==> src/rtl/aes_round_sched_if.sv <==
// Block-in / round-step / result-out bus between the round scheduler and its host + datapath.
// Latency: none, plain wires.
// Backpressure: blk_valid/blk_ready on the input side, out_valid/out_ready on the result side.
interface aes_round_sched_if;
    logic         blk_valid;
    logic         blk_ready;
    logic         round_en;
    logic [1:0]   round_type;
    logic [3:0]   round_idx;
    logic [127:0] round_key;
    logic         out_valid;
    logic         out_ready;

    // Scheduler side.
    modport master (
        input  blk_valid,
        input  out_ready,
        output blk_ready,
        output round_en,
        output round_type,
        output round_idx,
        output round_key,
        output out_valid
    );

    // Host / datapath side.
    modport slave (
        output blk_valid,
        output out_ready,
        input  blk_ready,
        input  round_en,
        input  round_type,
        input  round_idx,
        input  round_key,
        input  out_valid
    );
endinterface

==> src/rtl/aes_round_sched.sv <==
// Sequences AES key expansion and steps the round datapath through rounds 0..Nr per block.
// Latency: block accepted at T -> round_en T+1..T+Nr+1 -> out_valid from T+Nr+2 (plus key-valid stalls).
// Backpressure: out_valid holds until out_ready; blk_ready only in READY with no key reload pending.
module aes_round_sched #(
    parameter int KREQ_CYCLES = 2,
    parameter int KX_SETTLE   = 4
) (
    input  logic              clk,
    input  logic              rst_n,
    input  logic              key_load,
    input  logic [3:0]        key_nk,
    output logic [3:0]        kx_nk,
    output logic              kx_k_ready,
    output logic [3:0]        kx_addr,
    input  logic [128:0]      kx_key,
    aes_round_sched_if.master bus,
    output logic              key_ok,
    output logic              nk_err
);
    typedef enum logic [2:0] {
        S_IDLE,
        S_KSET,
        S_KREQ,
        S_KWAIT,
        S_READY,
        S_ROUND,
        S_OUT
    } state_t;

    localparam logic [4:0] KREQ_LAST = 5'(KREQ_CYCLES - 1);
    localparam logic [4:0] SETTLE    = 5'(KX_SETTLE);

    state_t      state;
    state_t      state_nxt;
    logic [4:0]  cnt;
    logic [4:0]  wait_last;
    logic [3:0]  nr;
    logic [3:0]  nr_of_nk;
    logic [3:0]  nk_lat;
    logic [3:0]  round_idx;
    logic        key_pend;
    logic        nk_legal;
    logic        key_vld;
    logic        last_round;
    logic        busy_load;
    logic        go_kset;
    logic        blk_acc;
    logic        kwait_done;
    logic        blk_ready;
    logic        round_en;
    logic [1:0]  round_type;
    logic        out_valid;

    // Round count for the Nk code held in kx_nk; zero flags an illegal code.
    always_comb begin
        case (kx_nk)
            4'd3:    nr_of_nk = 4'd10;
            4'd5:    nr_of_nk = 4'd12;
            4'd7:    nr_of_nk = 4'd14;
            default: nr_of_nk = 4'd0;
        endcase
    end

    assign nk_legal   = (nr_of_nk != 4'd0);
    assign key_vld    = kx_key[128];
    assign last_round = (round_idx == nr);
    // KWAIT lasts Nr+KX_SETTLE cycles; cnt saturates on the last one while the key is not yet valid.
    assign wait_last  = {1'b0, nr} + SETTLE - 5'd1;
    // A reload arriving while busy is remembered and served once the FSM is back in READY.
    assign busy_load  = key_load && (state inside {S_KSET, S_KREQ, S_KWAIT, S_ROUND, S_OUT});

    assign bus.blk_ready  = blk_ready;
    assign bus.round_en   = round_en;
    assign bus.round_type = round_type;
    assign bus.round_idx  = round_idx;
    assign bus.round_key  = round_en ? kx_key[127:0] : 128'd0;
    assign bus.out_valid  = out_valid;

    // FSM state register.
    always_ff @(posedge clk or negedge rst_n) begin
        if (!rst_n) state <= S_IDLE;
        else        state <= state_nxt;
    end

    // Next-state and per-state outputs.
    always_comb begin
        state_nxt  = state;
        kx_k_ready = 1'b0;
        kx_addr    = 4'd0;
        blk_ready  = 1'b0;
        round_en   = 1'b0;
        round_type = 2'd0;
        out_valid  = 1'b0;
        go_kset    = 1'b0;
        blk_acc    = 1'b0;
        kwait_done = 1'b0;
        case (state)
            S_IDLE: begin
                if (key_load || key_pend) begin
                    go_kset   = 1'b1;
                    state_nxt = S_KSET;
                end
            end
            S_KSET: begin
                state_nxt = nk_legal ? S_KREQ : S_IDLE;
            end
            S_KREQ: begin
                kx_k_ready = 1'b1;
                if (cnt == KREQ_LAST) state_nxt = S_KWAIT;
            end
            S_KWAIT: begin
                kx_addr = nr;
                if (cnt == wait_last && key_vld) begin
                    kwait_done = 1'b1;
                    state_nxt  = S_READY;
                end
            end
            S_READY: begin
                // A same-cycle key_load wins over the block, so do not offer ready then either.
                blk_ready = !key_pend && !key_load;
                if (key_pend || key_load) begin
                    go_kset   = 1'b1;
                    state_nxt = S_KSET;
                end else if (bus.blk_valid) begin
                    blk_acc   = 1'b1;
                    state_nxt = S_ROUND;
                end
            end
            S_ROUND: begin
                kx_addr  = round_idx;
                round_en = key_vld;
                if (key_vld) begin
                    if (round_idx == 4'd0) round_type = 2'd0;
                    else if (last_round)   round_type = 2'd2;
                    else                   round_type = 2'd1;
                    if (last_round) state_nxt = S_OUT;
                end
            end
            S_OUT: begin
                out_valid = 1'b1;
                if (bus.out_ready) state_nxt = S_READY;
            end
            default: state_nxt = S_IDLE;
        endcase
    end

    // Shared KREQ/KWAIT cycle counter, cleared on every state change.
    always_ff @(posedge clk or negedge rst_n) begin
        if (!rst_n)                                cnt <= 5'd0;
        else if (state_nxt != state)               cnt <= 5'd0;
        else if (state == S_KREQ)                  cnt <= cnt + 5'd1;
        else if (state == S_KWAIT && cnt != wait_last) cnt <= cnt + 5'd1;
    end

    // Key bookkeeping: Nk capture, pending reload, key usability and illegal-Nk flag.
    always_ff @(posedge clk or negedge rst_n) begin
        if (!rst_n) begin
            kx_nk    <= 4'd0;
            nk_lat   <= 4'd0;
            nr       <= 4'd0;
            key_pend <= 1'b0;
            key_ok   <= 1'b0;
            nk_err   <= 1'b0;
        end else begin
            if (key_load) nk_lat <= key_nk;
            // kx_nk is loaded on entry to KSET so it is stable a full cycle before kx_k_ready.
            if (go_kset) kx_nk <= key_load ? key_nk : nk_lat;
            if (go_kset)        key_pend <= 1'b0;
            else if (busy_load) key_pend <= 1'b1;
            if (go_kset)         key_ok <= 1'b0;
            else if (kwait_done) key_ok <= 1'b1;
            if (state == S_KSET) begin
                nk_err <= !nk_legal;
                if (nk_legal) nr <= nr_of_nk;
            end
        end
    end

    // Round index: reset on block accept, advance only on rounds the key memory qualified.
    always_ff @(posedge clk or negedge rst_n) begin
        if (!rst_n)                       round_idx <= 4'd0;
        else if (blk_acc)                 round_idx <= 4'd0;
        else if (round_en && !last_round) round_idx <= round_idx + 4'd1;
    end
endmodule
==> src/flat_wrapper.sv <==
// flat-port wrapper written by rule: the top's interface ports become plain ports
module aes_round_sched_flat 
#(
    parameter int KREQ_CYCLES = 2,
    parameter int KX_SETTLE   = 4
)
  (clk, rst_n, key_load, key_nk, kx_nk, kx_k_ready, kx_addr, kx_key, key_ok, nk_err, bus_blk_valid, bus_out_ready, bus_blk_ready, bus_round_en, bus_round_type, bus_round_idx, bus_round_key, bus_out_valid);
  aes_round_sched_if bus_i ();
  input  logic clk;
  input  logic rst_n;
  input  logic key_load;
  input  logic [3:0] key_nk;
  output logic [3:0] kx_nk;
  output logic kx_k_ready;
  output logic [3:0] kx_addr;
  input  logic [128:0] kx_key;
  output logic key_ok;
  output logic nk_err;
  input wire logic [$bits(bus_i.blk_valid)-1:0] bus_blk_valid;
  input wire logic [$bits(bus_i.out_ready)-1:0] bus_out_ready;
  output wire logic [$bits(bus_i.blk_ready)-1:0] bus_blk_ready;
  output wire logic [$bits(bus_i.round_en)-1:0] bus_round_en;
  output wire logic [$bits(bus_i.round_type)-1:0] bus_round_type;
  output wire logic [$bits(bus_i.round_idx)-1:0] bus_round_idx;
  output wire logic [$bits(bus_i.round_key)-1:0] bus_round_key;
  output wire logic [$bits(bus_i.out_valid)-1:0] bus_out_valid;
  assign bus_i.blk_valid = bus_blk_valid;
  assign bus_i.out_ready = bus_out_ready;
  assign bus_blk_ready = bus_i.blk_ready;
  assign bus_round_en = bus_i.round_en;
  assign bus_round_type = bus_i.round_type;
  assign bus_round_idx = bus_i.round_idx;
  assign bus_round_key = bus_i.round_key;
  assign bus_out_valid = bus_i.out_valid;
  aes_round_sched #(.KREQ_CYCLES(KREQ_CYCLES), .KX_SETTLE(KX_SETTLE)) u_core (.clk(clk), .rst_n(rst_n), .key_load(key_load), .key_nk(key_nk), .kx_nk(kx_nk), .kx_k_ready(kx_k_ready), .kx_addr(kx_addr), .kx_key(kx_key), .bus(bus_i), .key_ok(key_ok), .nk_err(nk_err));
endmodule
==> config.mk <==
export PLATFORM = sky130hd
export DESIGN_NAME = aes_round_sched_flat
export DESIGN_NICKNAME = d
export VERILOG_FILES = /design/src/rtl/aes_round_sched_if.sv /design/src/rtl/aes_round_sched.sv /design/src/flat_wrapper.sv
export SDC_FILE = /design/constraint.sdc
export NUM_CORES = 1
export LEC_CHECK = 0
export BUFFER_PORTS_ARGS = -buffer_cell sky130_fd_sc_hd__buf_2
export CORE_AREA = 2 2 110 112
export DETAILED_ROUTE_END_ITERATION = 16
export DIE_AREA = 0 0 112 114
export SYNTH_ARGS = -nofsm -noshare
export SYNTH_HDL_FRONTEND = slang
export SYNTH_SLANG_ARGS = --single-unit
==> constraint.sdc <==
create_clock -name clk -period 1.8 [get_ports clk]
set_input_delay 0.09 -clock clk [delete_from_list [all_inputs] [get_ports clk]]
set_output_delay 0.09 -clock clk [all_outputs]
set_load 0.005 [all_outputs]
Yosys cells after proc, flatten, opt, wreduce, memory -nomap -nowiden
Cells that the tools add are included.
{ "word_totals": {"register_bits": 27, "inputBits": 138, "out_inout_bits": 148, "elab_cells": 85} }
{ "classes": {"add_sub_neg": 4, "eq_ne": 14, "muxes": 38, "reduce_logical": 20} }
{ "op_table": {"columns": ["op", "n"], "rows": [
  ["$mux W128", 1],
  ["$mux W3", 8],
  ["$pmux W3 S7", 1],
  ["$mux W1", 15],
  ["$mux W5", 3],
  ["$mux W4", 3],
  ["$pmux W4 S3", 1],
  ["$mux W2", 5],
  ["$eq A3 B3 Y1 const B", 3],
  ["$eq A4 B3 Y1 const B", 2],
  ["$pmux W4 S2", 1],
  ["$eq A3 B2 Y1 const B", 2],
  ["$reduce_bool A2 Y1", 3],
  ["$add A4 B3 Y5 const B", 1],
  ["$add A5 B1 Y5 const B", 1],
  ["$eq A5 B1 Y1 const B", 1],
  ["$eq A5 B5 Y1", 1],
  ["$logic_and A1 B1 Y1", 5],
  ["$ne A5 B5 Y1", 1],
  ["$reduce_bool A5 Y1", 1],
  ["$sub A5 B1 Y5 const B", 1],
  ["$add A4 B1 Y4 const B", 1],
  ["$eq A4 B2 Y1 const B", 1],
  ["$eq A4 B4 Y1", 1],
  ["other kinds (10)", 13]
]} }

Longest topological paths before layout
{ "logic_depth": {"word_depth": 8, "depth_mapped": 7, "depth_no_buf": 7} }

Least setup slack after synthesis
OpenSTA, ideal clock, no wires.
{ "synth_timing": {"kind": "register to register", "start": "register u_core.nr[1]", "end": "register u_core.state[1]", "t_arrival_ns": 1.742, "required_time_ns": 1.674, "setup_slack_ns": -0.068, "stages_incl_launch_ff": 7, "path_buffers": 0, "synth_period_minus_slack_ns": 1.868, "cell_sequence": "dfrtp_1 ha_1 xor2_1 or3_4 a21oi_2 o21ai_1 a221o_1"} }
{ "synth_via": {"elab_chain_len": 6} }
{ "synth_lines": {"columns": ["element", "line", "source"], "rows": [
  ["start, declared", "aes_round_sched.sv:37", "logic [3:0] nr;"],
  ["start signal, assigned", "aes_round_sched.sv:174", "if (nk_legal) nr <= nr_of_nk;"],
  ["$add A4 B3 Y5", "aes_round_sched.sv:68", "assign wait_last = {1'b0, nr} + SETTLE - 5'd1;"],
  ["$sub A5 B1 Y5", "aes_round_sched.sv:68", null],
  ["$eq A5 B5 Y1", "aes_round_sched.sv:113", "if (cnt == wait_last && key_vld) begin"],
  ["$logic_and A1 B1 Y1", "aes_round_sched.sv:113", null],
  ["$mux W3", "aes_round_sched.sv:113", null],
  ["$pmux W3 S7 *", "aes_round_sched.sv:97", "case (state)"],
  ["net u_core.state_nxt[1]", "aes_round_sched.sv:34", "state_t state_nxt;"],
  ["end signal, assigned", "aes_round_sched.sv:82", "else state <= state_nxt;"],
  ["end, declared", "aes_round_sched.sv:33", "state_t state;"]
]} }
Mark *: on every way through the listed nets, which the timed path passes. The rest lies on a longest branch.
A chain may end at the register's enable or synchronous reset.

Worst setup path in the final report
Same ends and word-level chain as after synthesis.

==> flow_metrics.env <==
export IMPL_outcome="complete, but fails checks"
export IMPL_violations="negative setup slack"
export IMPL_viasPerCell=4.56
export IMPL_die_w_um=112
export IMPL_final_area_mm2=0.00593
export IMPL_crit_fanout=4
export IMPL_gr_total_overflow=0
export IMPL_whs_path_depth=2
export IMPL_cts_htree_levels=1
export IMPL_ys_top_cells_by_area="and2_1, dfrtp_1, mux2_2"
export IMPL_dieHeight_um=114
export IMPL_rrSetupSlack_ns=-0.12
export IMPL_routed_wl_um=14700
export IMPL_post_synth_inst_count=300
export IMPL_synth_area_mm2=0.00239
export IMPL_reg2reg_depth=6
export IMPL_syn_to_final_growth_pct=148
export IMPL_multi_input_area_mm2=0.00203
export IMPL_layout_nets=770
export IMPL_ys_warn_count=0
export IMPL_routedWlPerCell_um=18.9
export IMPL_hold_violations=0
export IMPL_p_sw_w=0.00129
export IMPL_grt_pass1_vias=3118
export IMPL_fin_util=0.506
export IMPL_ys_ff_latch=26
export IMPL_period_share=1.07
export IMPL_switching_share=0.384
export IMPL_hold_path_end="u_core.nk_lat[3]"
export IMPL_yosysTopAreaCellShare=0.340
export IMPL_drt_initial_drc_count=157
export IMPL_cap_violations=0
export IMPL_r2r_end="u_core.state[1]"
export IMPL_grt_use_total=0.167
export IMPL_worst_slew_pin_slew_ns=0.589
export IMPL_hold_slack_ns=0.0748
export IMPL_fin_crit_ns=1.92
export IMPL_layout_drive_gt1_share=0.783
export IMPL_insertion_delay_ns=0.26
export IMPL_gp_congestion=0.938
export IMPL_cp_required_ns=1.95
export IMPL_die_area_mm2=0.0128
export IMPL_pwr_share_comb=0.521
export IMPL_fillCellCount=1061
export IMPL_start_util=0.204
export IMPL_fmax_mhz=521
export IMPL_synthFlopType="dfrtp_1"
export IMPL_highest_layer="met4"
export IMPL_holdCritPathClass="input port to flop"
export IMPL_cts_sink_count=26
export IMPL_ant_nets=0
export IMPL_max_vdd_ir_drop_v=0.000673
export IMPL_r2r_start="u_core.nr[1]"
export IMPL_core_region_area_mm2=0.0117
export IMPL_p_clk_frac=0.197
export IMPL_layout_commonest_cell="buf_2"
export IMPL_synth_edff_count=0
export IMPL_grt_pass1_wl_um=17300
export IMPL_cts_tree="yes"
export IMPL_grt_max_degree=46
export IMPL_layout_common_cells="buf_2, buf_6, and2_4"
export IMPL_drtPass1Iterations=4
export IMPL_slew_headroom=0.607
export IMPL_fin_ws_ns=-0.118
export IMPL_drc=0
export IMPL_avgSynthCellArea_um2=7.96
export IMPL_fin_skew_ns=0.00458
export IMPL_wl_met2_um=7560
export IMPL_wl_met1_um=5850
export IMPL_yosysTopAreaCell="and2_1"
export IMPL_via_count=3540
export IMPL_hp_start="key_nk[3]"
export IMPL_path_class="flop to flop"
export IMPL_cts_buffers=3
export IMPL_antenna_found_initial=4
export IMPL_dp_hpwl_um=9350
export IMPL_root_buffer="clkbuf_16"
export IMPL_power_frac_seq=0.282
export IMPL_arrival_ns=2.07
export IMPL_clockBufferDepth=2
export IMPL_end_kind="flop"
export IMPL_power_leakage_nw=3.09
export IMPL_synth_cell_types=47
export IMPL_ff_latch_area_um2=653
export IMPL_cp_start_kind="flop"
export IMPL_synth_async_reset_ratio=1.00
export IMPL_seq_area_frac_synth=0.272
export IMPL_rsz0062_at_grt="true"
export IMPL_wl_met3_um=966
export IMPL_setup_viol=77
export IMPL_p_int_w=0.00207
export IMPL_portBuffers=285
export IMPL_final_max_slew_viol_count=0
export IMPL_pin_count=286
export IMPL_place_area_mm2=0.00408
export IMPL_clk_pin_slew_worst_paths_ns=0.07
export IMPL_cellPowerDensity_mw_per_mm2=568
export IMPL_synth_fp_nets=443
export IMPL_rows=40
==> stage by stage <==
step	setup WS [ns]	instances	power (W)	setup TNS, ns
floorplan	-0.00468	300	0.00171	-0.00468
global placement	0.0135	730	0.00234	0
detailed placement	-0.0595	730	0.00237	-0.186
CTS	-0.0350	753	0.00316	-0.124
global route	-0.159	776	0.00360	-10.39
finish	-0.118	777	0.00336	-1.99
==> state kept, by name, summed over array words and instances, names as in the netlist <==
register / flops
u_core.key_ok: 1
u_core.kx_nk: 4
u_core.nk_err: 1
u_core.state: 3
u_core.key_pend: 1
u_core.cnt: 5
u_core.nr: 3
u_core.bus.round_idx: 4
u_core.nk_lat: 4
==> critical path, cell delays in order (launching register included) <==
cell and delay [ns]:
dfrtp_2 0.45, ha_4 0.18, xor2_2 0.18, or3_4 0.40, a21oi_4 0.22, o21ai_2 0.08
a221o_1 0.29
==> Yosys cell counts (2+ instances only) <==
cell type and count:
a211oi_1 4, a21oi_1 4, a22oi_1 3, and2_1 130, and3_1 4, buf_2 4, clkbuf_1 16, dfrtp_1 26
ha_1 5, inv_1 7, mux2_2 8, nand2_1 7, nand2b_1 5, nand3_1 4, nand4_1 5, nor2_1 18
nor3_1 3, o21ai_0 4, o21ai_1 5, o22ai_1 2, or3_1 3, xnor2_1 2, xor2_1 7
==> per-layer routing <==
| metal | GRT usage | up-vias |
|---|---|---|
| met5 | 0 | - |
| met4 | 0.0390 | 0 |
| met3 | 0.0414 | 22 |
| met2 | 0.281 | 165 |
| met1 | 0.218 | 1705 |
| li1 | - | 1648 |
==> power by group through the flow <==
| stage | Combinational, W | Sequential, W | Clock (W) |
|---|---|---|---|
| floorplan | 0.000777 | 0.000932 | 0 |
| global placement | 0.00141 | 0.000930 | 0 |
| detailed placement | 0.00143 | 0.000940 | 0 |
| CTS | 0.00156 | 0.000926 | 0.000672 |
| global route | 0.00192 | 0.000980 | 0.000704 |
| finish | 0.00175 | 0.000948 | 0.000662 |
==> worst max-delay path by stage <==
stage	slack, ns	start	depth (start not counted)	end
2_1_floorplan	-0.005	u_core.nr[1]	6	u_core.state[1]
3_3_place_gp	0.01	u_core.nr[1]	6	u_core.cnt[4]
3_5_place_dp	-0.06	u_core.nr[1]	6	u_core.cnt[4]
4_1_cts	-0.04	u_core.nr[1]	6	u_core.cnt[2]
5_1_grt	-0.16	u_core.nr[1]	6	u_core.cnt[2]
6_report	-0.12	u_core.nr[1]	6	u_core.state[1]
==> final cells by class <==
cell class              instances  share of cell area
repair buffers                340               0.491
diodes                          4             0.00169
well taps                     147              0.0310
clock inverters                 1             0.00507
multi-input cells             248               0.343
inverters                       8             0.00507
flip-flops and latches         26               0.110
clock buffers                   3              0.0127
==> kinds of logic after synthesis <==
| logic type | count (synthesis) | synth area share |
|---|---|---|
| DFF | 26 | 0.272 |
| and+or+nand+nor | 190 | 0.480 |
| adders and majority gates | 5 | 0.0262 |
| AOI/OAI and AO/OA | 33 | 0.101 |
| buffers and inverters | 28 | 0.0461 |
| xor gates and xnor gates | 9 | 0.0330 |
| muxes | 9 | 0.0419 |
==> what timing repair did <==
action | CTS | global route
endpoints found under the hold margin | 26 | 0
hold buffers | 1 | 0
pin swaps | 8 | 108
setup buffers | 13 | 3
cloned | 5 | 18
resized for setup | 16 | 242
setup endpoints to repair | 137 | 122
(Power assumes the default switching activity.)
